## config.mk

```make
export PLATFORM = sky130hd
export DESIGN_NAME = bram_port_arbiter_flat
export DESIGN_NICKNAME = d
export VERILOG_FILES = /design/src/rtl/bram_port_arbiter_pkg.sv /design/src/rtl/bram_port_arbiter_if.sv /design/src/rtl/bram_port_arbiter_rr_arbiter2.sv /design/src/rtl/bram_port_arbiter.sv /design/src/flat_wrapper.sv
export SDC_FILE = /design/constraint.sdc
export NUM_CORES = 1
export LEC_CHECK = 0
export BUFFER_PORTS_ARGS = -buffer_cell sky130_fd_sc_hd__buf_4
export CORE_AREA = 8 8 125 127
export CTS_CLUSTER_DIAMETER = 150
export CTS_CLUSTER_SIZE = 25
export DETAILED_ROUTE_END_ITERATION = 10
export DIE_AREA = 0 0 133 135
export GPL_TIMING_DRIVEN = 0
export PLACE_DENSITY = 0.75
export SYNTH_ARGS = -nofsm -noshare
export SYNTH_HDL_FRONTEND = slang
export SYNTH_SLANG_ARGS = --single-unit
```

## constraint.sdc

```tcl
create_clock -name clk -period 1.85 [get_ports clk]
set_input_delay 0.4625 -clock clk [delete_from_list [all_inputs] [get_ports clk]]
set_output_delay 0.4625 -clock clk [all_outputs]
set_load 0.005 [all_outputs]
```

## src/rtl/bram_port_arbiter_pkg.sv

```systemverilog
// bram_port_arbiter_pkg: shared widths, FSM encoding, transaction record and legality rule
package bram_port_arbiter_pkg;
    localparam int ADDR_W = 12;
    localparam int DATA_W = 32;
    localparam int BE_W = DATA_W / 8;
    localparam logic [BE_W-1:0] BE_FULL = 4'b1111;

    typedef enum logic [1:0] {
        IDLE   = 2'd0,
        ACCESS = 2'd1,
        RESP   = 2'd2
    } state_t;

    typedef struct packed {
        logic              port;
        logic              we;
        logic              bad;
        logic [ADDR_W-1:0] addr;
        logic [DATA_W-1:0] wdat;
        logic [BE_W-1:0]   be;
    } txn_t;

    // An empty mask, or a full-word mask on a misaligned address, is rejected.
    function automatic logic legal(logic [1:0] lo, logic [BE_W-1:0] be);
        return be != '0 && !(be == BE_FULL && lo != 2'b00);
    endfunction
endpackage

```

## src/rtl/bram_port_arbiter_if.sv

```systemverilog
// bram_port_arbiter_if: two requester ports (indexed by port id) plus the BRAM side
interface bram_port_arbiter_if #(
    parameter int ADDR_W = bram_port_arbiter_pkg::ADDR_W,
    parameter int DATA_W = bram_port_arbiter_pkg::DATA_W
);
    logic              req [2];
    logic              we [2];
    logic [ADDR_W-1:0] addr [2];
    logic [DATA_W-1:0] wdat [2];
    logic [3:0]        be [2];
    logic              gnt [2];
    logic              done [2];
    logic              err [2];
    logic [DATA_W-1:0] rdat [2];
    logic [ADDR_W-1:0] mem_w_addr;
    logic [ADDR_W-1:0] mem_r_addr;
    logic [DATA_W-1:0] mem_w_dat;
    logic [DATA_W-1:0] mem_r_dat;
    logic              mem_w_enb;
    logic              mem_r_enb;
    logic [3:0]        mem_byte_enb;

    modport master (
        output req, we, addr, wdat, be, mem_r_dat,
        input  gnt, done, err, rdat, mem_w_addr, mem_r_addr, mem_w_dat, mem_w_enb, mem_r_enb, mem_byte_enb
    );
    modport slave (
        input  req, we, addr, wdat, be, mem_r_dat,
        output gnt, done, err, rdat, mem_w_addr, mem_r_addr, mem_w_dat, mem_w_enb, mem_r_enb, mem_byte_enb
    );
endinterface

```

## src/rtl/bram_port_arbiter_rr_arbiter2.sv

```systemverilog
// rr_arbiter2: two-way round-robin; on a tie the port other than the last winner is granted
module rr_arbiter2 (
    input  logic       clk,
    input  logic       rst,
    input  logic [1:0] req,
    input  logic       en,
    output logic [1:0] gnt
);
    logic last;
    assign gnt[0] = en && req[0] && (!req[1] || last);
    assign gnt[1] = en && req[1] && (!req[0] || !last);
    always_ff @(posedge clk) begin
        if (rst) last <= 1'b1;
        else if (|gnt) last <= gnt[1];
    end
endmodule

```

## src/rtl/bram_port_arbiter.sv

```systemverilog
// bram_port_arbiter: serialises two requesters onto a single-port BRAM, one access per ACCESS cycle
module bram_port_arbiter
    import bram_port_arbiter_pkg::*;
(
    input logic clk,
    input logic rst,
    bram_port_arbiter_if.slave bus
);
    state_t state;
    txn_t txn;
    logic [DATA_W-1:0] rdat [2];
    logic [1:0] req, gnt;
    logic en, sel, acc, ok;

    assign req = {bus.req[1], bus.req[0]};
    assign en = !rst && state != ACCESS;
    assign acc = !rst && state == ACCESS;
    assign sel = gnt[1];
    assign ok = legal(bus.addr[sel][1:0], bus.be[sel]);

    rr_arbiter2 u_arb (.clk(clk), .rst(rst), .req(req), .en(en), .gnt(gnt));

    always_ff @(posedge clk) begin
        if (rst) begin
            state <= IDLE;
            txn <= '0;
            rdat <= '{default: '0};
        end else if (state == ACCESS) begin
            state <= RESP;
            if (!txn.we) rdat[txn.port] <= bus.mem_r_dat;
        end else if (|gnt) begin
            txn <= '{port: sel, we: bus.we[sel], bad: !ok, addr: bus.addr[sel], wdat: bus.wdat[sel], be: bus.be[sel]};
            state <= ok ? ACCESS : RESP;
        end else begin
            state <= IDLE;
        end
    end

    for (genvar p = 0; p < 2; p++) begin : g_port
        assign bus.gnt[p] = gnt[p];
        assign bus.done[p] = !rst && state == RESP && txn.port == 1'(p);
        assign bus.err[p] = bus.done[p] && txn.bad;
        assign bus.rdat[p] = rst ? '0 : rdat[p];
    end

    // Rejected transactions skip ACCESS, so they can never raise an enable.
    assign bus.mem_w_enb = acc && txn.we;
    assign bus.mem_r_enb = acc && !txn.we;
    assign bus.mem_w_addr = bus.mem_w_enb ? txn.addr : '0;
    assign bus.mem_r_addr = bus.mem_r_enb ? txn.addr : '0;
    assign bus.mem_w_dat = bus.mem_w_enb ? txn.wdat : '0;
    assign bus.mem_byte_enb = bus.mem_w_enb ? txn.be : '0;
endmodule

```

## src/flat_wrapper.sv

```systemverilog
// flat-port wrapper written by rule: the top's interface ports become plain ports
module bram_port_arbiter_flat import bram_port_arbiter_pkg::*;
  (clk, rst, bus_req, bus_we, bus_addr, bus_wdat, bus_be, bus_mem_r_dat, bus_gnt, bus_done, bus_err, bus_rdat, bus_mem_w_addr, bus_mem_r_addr, bus_mem_w_dat, bus_mem_w_enb, bus_mem_r_enb, bus_mem_byte_enb);
  bram_port_arbiter_if bus_i ();
  input logic clk;
  input logic rst;
  input wire logic [$bits(bus_i.req)-1:0] bus_req;
  input wire logic [$bits(bus_i.we)-1:0] bus_we;
  input wire logic [$bits(bus_i.addr)-1:0] bus_addr;
  input wire logic [$bits(bus_i.wdat)-1:0] bus_wdat;
  input wire logic [$bits(bus_i.be)-1:0] bus_be;
  input wire logic [$bits(bus_i.mem_r_dat)-1:0] bus_mem_r_dat;
  output wire logic [$bits(bus_i.gnt)-1:0] bus_gnt;
  output wire logic [$bits(bus_i.done)-1:0] bus_done;
  output wire logic [$bits(bus_i.err)-1:0] bus_err;
  output wire logic [$bits(bus_i.rdat)-1:0] bus_rdat;
  output wire logic [$bits(bus_i.mem_w_addr)-1:0] bus_mem_w_addr;
  output wire logic [$bits(bus_i.mem_r_addr)-1:0] bus_mem_r_addr;
  output wire logic [$bits(bus_i.mem_w_dat)-1:0] bus_mem_w_dat;
  output wire logic [$bits(bus_i.mem_w_enb)-1:0] bus_mem_w_enb;
  output wire logic [$bits(bus_i.mem_r_enb)-1:0] bus_mem_r_enb;
  output wire logic [$bits(bus_i.mem_byte_enb)-1:0] bus_mem_byte_enb;
  assign bus_i.req = {>>{bus_req}};
  assign bus_i.we = {>>{bus_we}};
  assign bus_i.addr = {>>{bus_addr}};
  assign bus_i.wdat = {>>{bus_wdat}};
  assign bus_i.be = {>>{bus_be}};
  assign bus_i.mem_r_dat = bus_mem_r_dat;
  assign bus_gnt = {>>{bus_i.gnt}};
  assign bus_done = {>>{bus_i.done}};
  assign bus_err = {>>{bus_i.err}};
  assign bus_rdat = {>>{bus_i.rdat}};
  assign bus_mem_w_addr = bus_i.mem_w_addr;
  assign bus_mem_r_addr = bus_i.mem_r_addr;
  assign bus_mem_w_dat = bus_i.mem_w_dat;
  assign bus_mem_w_enb = bus_i.mem_w_enb;
  assign bus_mem_r_enb = bus_i.mem_r_enb;
  assign bus_mem_byte_enb = bus_i.mem_byte_enb;
  bram_port_arbiter u_core (.clk(clk), .rst(rst), .bus(bus_i));
endmodule
```

==> results by group, run 1 <==
Critical path
  – Crit-path cells: nand2b_4, nor3b_4, clkbuf_8, clkbuf_16, and2_4, buf_6
  – Setup crit end kind: output port
  – Slowest cell on the critical path: dfxtp_2
  – Worst path buffer plus inverter count: 3
  – Crit Path Max Fanout: 5
  – Critical path arrival: 1.74 ns
  – Crit Path Class: flop to output port
  – Critical path required time: 1.39 ns
  – Worst setup SP type: flop
  – CP top delay family: simple AND/OR/NAND/NOR gates
  – Worst path max stage delay: 0.32 ns

Timing
  – Final hold violation count: 0
  – RSZ-0062 raised after global routing: true
  – Worst hold slack: 0.291 ns
  – Clk_skew: 0.00647 ns
  – Setup slack after layout: -0.350 ns
  – Rel. slew slack: 0.569
  – Final setup viols: 68
  – Peak Freq: 0.455 GHz
  – Worst-margin pin slew: between 0.6 and 0.7 ns
  – Tmin final: 2.20 ns
  – Slew Limit Fails: 0
  – Final Cycle Share: 1.19

GRT
  – Via count of the first global-routing pass: ~5700
  – Grt total ovfl: 0
  – Largest net degree at the start of global routing: 17
  – Antenna violations before repair: 0
  – First-pass GRT wire length: 31.7 mm
  – GRT Overall Usage: 0.225

Synth
  – Post-Syn Instances: 678
  – Synth warn: 0
  – Seq/Total Area, Yosys: 0.422
  – FF+latch count, synth: 118
  – Avg Inst Size Synth: a little over 8 um2
  – Unique masters post-synth: 35
  – Mapped Area: 5600 um2
  – Syn nets: 812

Power
  – Sw Ratio: 0.243
  – Net switching power: about 1.8 mW
  – Power per Cell Area: 831 nW/um2
  – Leak: 3.89 nW
  – Worst IR Drop VDD: 652 uV
  – Internal power: 5.61 mW
  – Clock power frac: 0.477
  – Logic pwr share: 0.145
  – Sequential Power Share: 0.378

Routing
  – Detail Route Antenna Nets: 0
  – DRC violations left: 0
  – WL/cell: 17.9 um
  – Drt initial violations: roughly 320
  – Via density: 4.93
  – Via count: roughly 5800
  – DRT Pass-1 Iters: 5
  – Final wirelength: 21.0 mm

Finish
  – Most frequent cells in the layout: buf_4 (260), nand2_1 (128), dfxtp_1 (115)
  – Fraction of layout cells with a size suffix above 1: 0.400
  – Most common cell after layout, fill and taps aside: buf_4
  – Antenna cell count: 0
  – Final core occ: 0.655
  – Nets: between 1000 and 1500
  – Post-Layout Cell Count: 1171
  – Area Overhead vs Synth: 59.2%

Floorplanning
  – Die X: 133 um
  – Ports: 266
  – Core box area: 13600 um2
  – Die height: 135 um
  – Starting density of the core: 0.412
  – Row count: 43
  – Die ar.: 18000 um2

Clock tree
  – CTS Hold Bufs: 0
  – CTS Buffer Depth: 2
  – Num CTS Buffers: 17
  – Clk_lat worst skew: 0.43 ns
  – Clock net sink count: roughly 120
  – CTS Root Cell: clkbuf_16
  – H-tree depth: 4
  – Worst-path clk slew: 0.06 ns
  – CTS tree: yes

Placement
  – GP Congestion: 0.873
  – Placed insts: 1122
  – Port bufs: 264
  – Post-detail-place hpwl: 15.7 mm

Status
  – Status: complete, but fails checks
  – Failing checks: setup timing

Worst hold path
  – Min-delay worst type: primary input to flop

Flow run
  – Max cap viols: 0
[power by group through the flow]
stage          Clock [mW]  Sequential, mW  Combinational [mW]
6_report             3.53            2.80                1.07
5_1_grt              3.70            2.82                1.17
4_1_cts              3.57            2.79                1.01
3_5_place_dp            0            2.84               0.967
3_3_place_gp            0            2.84               0.962
2_1_floorplan           0            2.82               0.530
[cells in the mapped netlist (all sizes together)]
| master | n | share of area |
|---|---|---|
| nand3b | 2 | 0.0027 |
| o211ai | 1 | 0.0013 |
| mux2i | 49 | 0.088 |
| or3 | 1 | 0.0011 |
| o31a | 1 | 0.0016 |
| a211oi | 49 | 0.072 |
| nand2 | 128 | 0.086 |
| nor2 | 53 | 0.035 |
| clkbuf | 38 | 0.026 |
| inv | 3 | 0.0020 |
| a21boi | 1 | 0.0013 |
| and2 | 62 | 0.069 |
| and3 | 1 | 0.0011 |
| nor4 | 1 | 0.0038 |
| a22oi | 1 | 0.0013 |
| nor3 | 3 | 0.0027 |
| o21ai | 6 | 0.0054 |
| nand2b | 2 | 0.0027 |
| buf | 19 | 0.031 |
| nor2b | 67 | 0.076 |
| a21oi | 65 | 0.058 |
| nand4 | 2 | 0.0022 |
| or4 | 2 | 0.0027 |
| nor3b | 3 | 0.0058 |
| dfxtp | 118 | 0.42 |
[stage by stage]
step           power, mW  TNS (ns)  cell area [um2]  worst slack (ns)
4_1_cts             7.37    -19.81             8690            -0.364
6_report            7.41    -16.76             8920            -0.350
2_1_floorplan       3.35         0             5610            0.0536
3_3_place_gp        3.80    -30.17             7810            -0.544
5_1_grt             7.68    -21.61             8920            -0.409
3_5_place_dp        3.81    -27.44             7810            -0.446
[routing by layer]
metal  GRT usage  vias to the layer above  wire length (um)
li1            -                     2860                 -
met1       0.257                     2639              8510
met2       0.372                      241             10000
met3      0.0869                       36              1910
met4      0.0852                        0               519
met5           0                        -                 0
[worst register-to-register path: cells and delay by family (launching register included)]
family                 cells  cell delay (ns)
and+or+nand+nor            2             0.26
AOI/OAI and AO/OA          1             0.10
DFF                        1             0.33
buffers and inverters      6             0.75
muxes                      1             0.23
[path summary, 6_finish.rpt]
kind	cells after the start	from	end	slack [ns]
worst max register to register	10	u_core.state[1]	u_core.txn[9]	0.03
worst min-delay path	3	bus_mem_r_dat[21]	u_core.rdat[21]	0.29
worst max-delay path	6	u_core.state[1]	bus_mem_w_addr[0]	-0.35
worst min register to register	2	u_core.rdat[14]	u_core.rdat[14]	0.45
[flip-flops by register name (all words and copies together), names as in the netlist]
name	count
u_core.u_arb.last	1
u_core.state	2
u_core.txn	51
u_core.rdat	64
[cells by family (layout without fill, tap and decap cells)]
group	after synthesis	in the layout	synth area share
simple gates	327	327	0.291
compound gates	124	124	0.141
flops	118	118	0.422
buf+inv	60	373	0.0587
mux	49	49	0.0875
[what timing repair did]
action / in CTS / in global routing
gates cloned: 1 / 2
gates resized for setup: 57 / 59
endpoints found under the setup margin: 131 / 174
buffers inserted: 10 / 8
pin swaps: 8 / 5
[final cells by class]
type	instances	area, um2
inverters	3	11.3
well taps	180	225
fillers	1225	4690
clock buffers	21	460
repair buffers	284	2260
clock inverters	11	173
plain buffers	54	398
flip-flops and latches	118	2370
multi-input cells	500	3020
No activity file was read; power rests on OpenSTA's default activity.
==> run 2, diff against run 1 <==
Settings changed: BUFFER_PORTS_ARGS -buffer_cell sky130_fd_sc_hd__buf_4 to -buffer_cell sky130_fd_sc_hd__buf_2.
==> run 2 against run 1 <==
Net effect:
- the run still ends with setup timing left
- clock power up 4%
- sequential power about the same
- first-iteration DRC count decreased by 11%
- design area down 5.0%
- flip-flop and latch count unchanged
- setup slack gained 0.0012 ns
- core utilization shrank 3.3 points
- die area is the same
- power is 0.45% higher
- combinational power down 11%
- fmax hardly changed
- largest cell class unchanged
==> results by group, run 2 (synthesized netlist as in run 1, its figures left out) <==
Status
  – Status: complete, but fails checks
  – Failing checks: setup timing

Finish
  – Area Overhead vs Synth: 51.2%
  – Most frequent cells in the layout: buf_2 (240), nand2_1 (128), dfxtp_1 (115)
  – Filler cells: 1168 (-4.7%)
  – Nets: 1112 (unchanged)
  – Most common cell after layout, fill and taps aside: buf_2
  – Number of flip-flops in the largest register: 64 (unchanged)
  – Final core occ: 0.623 (-0.0328)
  – Reg with most FFs: u_core.rdat
  – Top Registers: u_core.rdat (64), u_core.txn (51), u_core.state (2)
  – Fraction of layout cells with a size suffix above 1: 0.415 (+0.0151)

Timing
  – RSZ-0062 raised after global routing: true
  – Worst-margin pin slew: 0.681 ns (+0.0346 ns)
  – Rel. slew slack: 0.546 (-0.0231)
  – Final setup viols: 66 (-2.9%)
  – Peak Freq: 0.455 GHz (about the same)
  – Tmin final: 2.20 ns (-0.00117 ns)
  – Slew Limit Fails: 0 (unchanged)
  – Clk_skew: 0.0102 ns (+0.00369 ns)
  – Final hold violation count: 0 (unchanged)
  – Final Cycle Share: 1.19 (about the same)
  – Setup slack after layout: -0.349 ns (+0.00117 ns)

Floorplanning
  – Die X: 133 um (unchanged)
  – Die height: 135 um (unchanged)
  – Row count: 43 (unchanged)
  – Core box area: 13600 um2 (unchanged)
  – Die ar.: 18000 um2 (unchanged)
  – Ports: 266 (unchanged)
  – Starting density of the core: 0.412 (unchanged)

Clock tree
  – H-tree depth: 4 (unchanged)
  – CTS Root Cell: clkbuf_16
  – Clk_lat worst skew: 0.41 ns (-0.02 ns)
  – CTS Hold Bufs: 0 (unchanged)
  – Num CTS Buffers: 17 (unchanged)
  – CTS tree: yes
  – Clock net sink count: 118 (unchanged)
  – CTS Buffer Depth: 2 (unchanged)
  – Worst-path clk slew: 0.06 ns (about the same)

Placement
  – Post-detail-place hpwl: 15.3 mm (-2.3%)
  – GP Congestion: 0.859 (-1.6%)
  – Port bufs: 264 (unchanged)

Power
  – Total Power: 7.44 mW (+0.45%)
  – Leak: 3.83 nW (-1.4%)
  – Power per Cell Area: 878 nW/um2 (+5.7%)
  – Worst IR Drop VDD: 602 uV (-7.7%)

Critical path
  – Setup crit end kind: output port
  – Crit Path Class: flop to output port
  – Worst path max stage delay: 0.31 ns (about the same)
  – Worst path most repeated cell: buf_6
  – Critical path required time: 1.39 ns (about the same)
  – Worst setup SP type: flop
  – Slowest cell on the critical path: dfxtp_2
  – Crit-path cells: nand2b_4, nor3b_4, buf_6, buf_8, clkbuf_16, and2_4, buf_6
  – Crit Path Max Fanout: 5 (unchanged)
  – Critical path arrival: 1.74 ns (about the same)

Worst hold path
  – Min-delay worst type: primary input to flop

GRT
  – First-pass GRT wire length: 31.3 mm (-1.1%)
  – GRT Overall Usage: 0.219 (-0.00590)
  – Via count of the first global-routing pass: 5867 (+2.1%)
  – Antenna violations before repair: 3 (+3)
  – Grt total ovfl: 0 (unchanged)
  – Largest net degree at the start of global routing: 17 (unchanged)

Routing
  – DRC violations left: 0 (unchanged)
  – Via density: 5.04 (+2.1%)
  – Via count: 5914 (+2.4%)
  – DRT Pass-1 Iters: 5 (unchanged)
  – Detail Route Antenna Nets: 0 (unchanged)
  – Drt initial violations: 286 (-11%)
  – Final wirelength: 21.0 mm (+0.26%)
  – WL/cell: 17.9 um (about the same)

Flow run
  – Max cap viols: 0 (unchanged)
-- run 2: path summary, 6_finish.rpt --
kind                            depth (start not counted)               from                end  slack [ns]
worst max-delay path                                    7    u_core.state[1]  bus_mem_w_addr[0]       -0.35
worst min-delay path                                    3  bus_mem_r_dat[24]    u_core.rdat[24]        0.29
worst max register to register                          9    u_core.state[1]      u_core.txn[7]        0.07
worst min register to register                          2    u_core.rdat[28]    u_core.rdat[28]        0.45
-- run 2: metrics by stage --
stage | area (um2) | setup WS (ns) | hold slack [ns] | setup TNS, ns | cells
floorplan | 5610 | 0.0536 | 0.432 | 0 | 678
global placement | 7150 | -0.488 | 0.437 | -28.39 | 1122
detailed placement | 7150 | -0.487 | 0.442 | -32.44 | 1122
CTS | 8110 | -0.388 | 0.285 | -18.77 | 1163
global route | 8470 | -0.397 | 0.294 | -20.24 | 1174
finish | 8470 | -0.349 | 0.290 | -16.29 | 1174
-- run 2: layer usage --
layer	vias to the layer above	wire length, um	track usage
met5	-	0	0
met4	0	590	0.0959
met3	42	1710	0.0821
met2	251	10500	0.368
met1	2762	8210	0.243
li1	2859	-	-
-- run 2: repair_timing --
item                       CTS  global route
gates resized for setup     66            84
hold endpoints to repair     0             0
setup endpoints to repair  132           159
pin swaps                   11            19
cloned                       2             4
setup buffers                9             4
-- run 2: where the power goes --
part / total (mW) / switching, mW / internal [mW]
Combinational: 0.953 / 0.501 / 0.452
Clock: 3.68 / 1.18 / 2.50
Sequential: 2.80 / 0.0946 / 2.71
-- run 2: final cells by class --
| class | instances | area (um2) | share of cell area |
|---|---|---|---|
| timing repair buffer | 283 | 1740 | 0.205 |
| clock inverter | 11 | 195 | 0.0230 |
| sequential | 118 | 2370 | 0.279 |
| tap | 180 | 225 | 0.0266 |
| buffer | 55 | 415 | 0.0490 |
| inverter | 3 | 11.3 | 0.00133 |
| antenna | 3 | 7.51 | 0.000886 |
| multi-input combinational | 500 | 3050 | 0.359 |
| clock buffer | 21 | 470 | 0.0555 |
-- run 2: worst max-delay path: cells and delay by family (launching register included) --
| kind | cells | cell delay (ns) |
|---|---|---|
| flops | 1 | 0.31 |
| buf+inv | 4 | 0.52 |
| simple gates | 3 | 0.48 |
==> run 3, diff against run 2 <==
Settings changed: SETUP_SLACK_MARGIN set to 0.02, SYNTH_HIERARCHICAL set to 1.
==> run 3 against run 2 <==
Net effect:
- the flow still finishes with violations (setup timing)
- first-iteration DRC count fell by 20%
- hold slack improved by 0.0040 ns
- largest cell class unchanged
- largest power group unchanged
- cell count rose by 1.7%
- global-route usage rose by 0.98 points
- setup slack improved by 0.0021 ns
- core utilization rose by 6.9 points
==> results by group, run 3 <==
Status
  – Status: complete, but fails checks
  – Failing checks: setup timing

Synth
  – Post-Syn Instances: 681 (+0.44%)
  – FF+latch count, synth: 118 (unchanged)
  – Most used DFF post-synth: dfxtp_1
  – Async SR Flop Fraction: 0 (unchanged)
  – Synth top cells by count: nand2_1 (122), dfxtp_1 (118), nor2b_1 (65)
  – Mapped Area: 5630 um2 (+0.38%)
  – Synth area leader: dfxtp_1
  – Post-synth top area share: 0.420 (-0.00159)
  – Syn nets: 815 (+0.37%)
  – Ranking of synthesized cells by area: dfxtp_1 (42%), mux2i_1 (8.5%), nand2_1 (8.1%), nor2b_1 (7.2%), and2_1 (6.9%)
  – Seq/Total Area, Yosys: 0.420 (-0.00159)
  – Top-count cell post-synth: nand2_1
  – Avg Inst Size Synth: 8.26 um2 (about the same)
  – Synth warn: 6 (+6)
  – Unique masters post-synth: 37 (+5.7%)
  – EDFF count, synth: 0 (unchanged)

GRT
  – Via count of the first global-routing pass: 6105 (+4.1%)
  – First-pass GRT wire length: 32.3 mm (+3.1%)
  – GRT Overall Usage: 0.229 (+0.00977)
  – Grt total ovfl: 0 (unchanged)
  – Largest net degree at the start of global routing: 17 (unchanged)
  – Antenna violations before repair: 1 (-2)

Power
  – Logic pwr share: 0.187 (+0.059)
  – Sw Ratio: 0.255 (+0.0155)
  – Net switching power: 1.99 mW (+12%)
  – Leak: 4.11 nW (+7.2%)
  – Sequential Power Share: 0.365 (-0.012)
  – Internal power: 5.81 mW (+2.7%)
  – Power per Cell Area: 828 nW/um2 (-5.7%)
  – Worst IR Drop VDD: 563 uV (-6.5%)
  – Total Power: 7.80 mW (+4.8%)
  – Clock power frac: 0.448 (-0.047)

Timing
  – Worst-margin pin slew: 0.740 ns (+0.0590 ns)
  – Setup slack after layout: -0.346 ns (+0.00214 ns)
  – Tmin final: 2.20 ns (-0.00214 ns)
  – Peak Freq: 0.455 GHz (about the same)
  – Final Cycle Share: 1.19 (about the same)
  – Final hold violation count: 0 (unchanged)
  – Worst hold slack: 0.294 ns (+0.00399 ns)
  – Slew Limit Fails: 0 (unchanged)
  – Final setup viols: 117 (+77%)
  – RSZ-0062 raised after global routing: true
  – Clk_skew: 0.00557 ns (-0.00459 ns)
  – Rel. slew slack: 0.507 (-0.0393)
  – Setup TNS: -23.98 ns (-7.69 ns)

Clock tree
  – CTS Hold Bufs: 0 (unchanged)
  – Clock net sink count: 118 (unchanged)
  – CTS Root Cell: clkbuf_16
  – Clk_lat worst skew: 0.42 ns (about the same)
  – CTS tree: yes
  – Worst-path clk slew: 0.05 ns (about the same)
  – Num CTS Buffers: 17 (unchanged)
  – CTS Buffer Depth: 2 (unchanged)
  – H-tree depth: 4 (unchanged)

Finish
  – Most frequent cells in the layout: buf_2 (243), nand2_1 (120), dfxtp_1 (115)
  – Most common cell after layout, fill and taps aside: buf_2
  – Number of flip-flops in the largest register: 64 (unchanged)
  – Area Overhead vs Synth: 67.4%
  – Cell area after layout: 9420 um2 (+11%)
  – Top Registers: u_core/rdat (64), u_core/txn (51), u_core/state (2)
  – Final core occ: 0.692 (+0.0694)
  – Filler cells: 1046 (-10%)
  – Nets: 1135 (+2.1%)
  – Fraction of layout cells with a size suffix above 1: 0.521 (+0.106)
  – Reg with most FFs: u_core/rdat

Routing
  – DRC violations left: 0 (unchanged)
  – DRT Pass-1 Iters: 4 (-1)
  – Drt initial violations: 229 (-20%)
  – Detail Route Antenna Nets: 0 (unchanged)
  – Final wirelength: 22.5 mm (+6.8%)
  – Via density: 5.07 (+0.67%)
  – Via count: 6055 (+2.4%)
  – WL/cell: 18.8 um (+5.0%)

Floorplanning
  – Die ar.: 18000 um2 (unchanged)
  – Starting density of the core: 0.413 (+0.00156)
  – Core box area: 13600 um2 (unchanged)
  – Row count: 43 (unchanged)
  – Die X: 133 um (unchanged)
  – Die height: 135 um (unchanged)
  – Ports: 266 (unchanged)

Critical path
  – Setup crit end kind: output port
  – Crit-path cells: nand2b_4, nor3b_4, clkbuf_8, buf_6, and2_4, buf_6
  – R2R Path End: u_core/txn[37]
  – Worst R2R Path Depth: 12 (+3)
  – R2R Path Start: u_core/state[0]
  – Critical path arrival: 1.73 ns (about the same)
  – Slowest cell on the critical path: dfxtp_2
  – Worst path max stage delay: 0.32 ns (about the same)
  – Crit Path Max Fanout: 7 (+2)
  – Worst path buffer plus inverter count: 3 (-1)
  – Crit Path Class: flop to output port
  – R2r setup slk: -0.25 ns (-0.32 ns)
  – Critical path required time: 1.39 ns (about the same)
  – CP top delay family: simple AND/OR/NAND/NOR gates
  – Worst path most repeated cell: buf_6
  – Worst setup SP type: flop

Worst hold path
  – Hold path depth: 3 (unchanged)
  – Min-delay worst type: primary input to flop
  – Min-Delay Endpoint: u_core/rdat[43]
  – Hold Crit Start: bus_mem_r_dat[11]

Placement
  – Post-detail-place hpwl: 15.0 mm (-2.3%)
  – GP Congestion: 0.810 (-5.7%)
  – Placed inst area: 7250 um2 (+1.4%)
  – Port bufs: 265 (+0.38%)

Flow run
  – Max cap viols: 0 (unchanged)
run 3: worst max-delay path by stage:
stage	startpoint	slack, ns	end	cells past startpoint
after global routing	u_core/state[1]	-0.40	bus_mem_w_dat[24]	6
after floorplan	rst	-0.02	u_core/txn[38]	10
after CTS	u_core/state[1]	-0.43	bus_mem_w_dat[31]	7
after detailed placement	rst	-0.71	bus_rdat[11]	5
final	u_core/state[1]	-0.35	bus_mem_w_dat[24]	6
after global placement	rst	-0.71	bus_rdat[11]	5
run 3: power by group through the flow:
stage	logic (mW)	clock network (mW)	registers (mW)
after floorplan	0.567	0	2.83
after global placement	0.888	0	2.85
after detailed placement	0.899	0	2.86
after CTS	1.28	3.53	2.82
after global routing	1.55	3.65	2.86
final	1.46	3.49	2.85
run 3: what timing repair did:
item,4_1_cts,5_1_grt
endpoints found under the setup margin,183,165
cloned,10,6
pin swaps,61,37
gates resized for setup,192,100
buffers inserted,20,8
run 3: through the flow:
| stage | instances | setup WS, ns |
|---|---|---|
| 6_report | 1194 | -0.346 |
| 5_1_grt | 1194 | -0.400 |
| 4_1_cts | 1186 | -0.428 |
| 3_5_place_dp | 1126 | -0.709 |
| 3_3_place_gp | 1126 | -0.712 |
| 2_1_floorplan | 681 | -0.0153 |
run 3: kinds of logic after synthesis:
group / synth area share
simple gates: 0.295
compound gates: 0.144
buf+inv: 0.0563
flops: 0.420
mux: 0.0854
run 3: cell type report:
type / instances / area [um2] / area share
Antenna cell: 1 / 2.50 / 0.000266
Sequential cell: 118 / 2370 / 0.252
Buffer: 53 / 544 / 0.0578
Multi-Input combinational cell: 505 / 3530 / 0.375
Clock buffer: 23 / 478 / 0.0507
Inverter: 1 / 3.75 / 0.000399
Timing Repair Buffer: 305 / 2110 / 0.224
Tap cell: 180 / 225 / 0.0239
Clock inverter: 8 / 146 / 0.0155
run 3: per-layer routing:
layer  GRT usage  vias up  wire [um]  part of all wire
met5           0        -          0                 0
met4      0.0795        0        582             0.026
met3      0.0869       43       1870             0.083
met2       0.401      261      11300              0.50
met1       0.247     2842       8740              0.39
li1            -     2909          -                 -
run 3: tightest hold or removal path, delay by kind of cell:
family          cells  cell delay [ns]
compound gates      1             0.05
simple gates        1             0.05
buf+inv             1             0.10
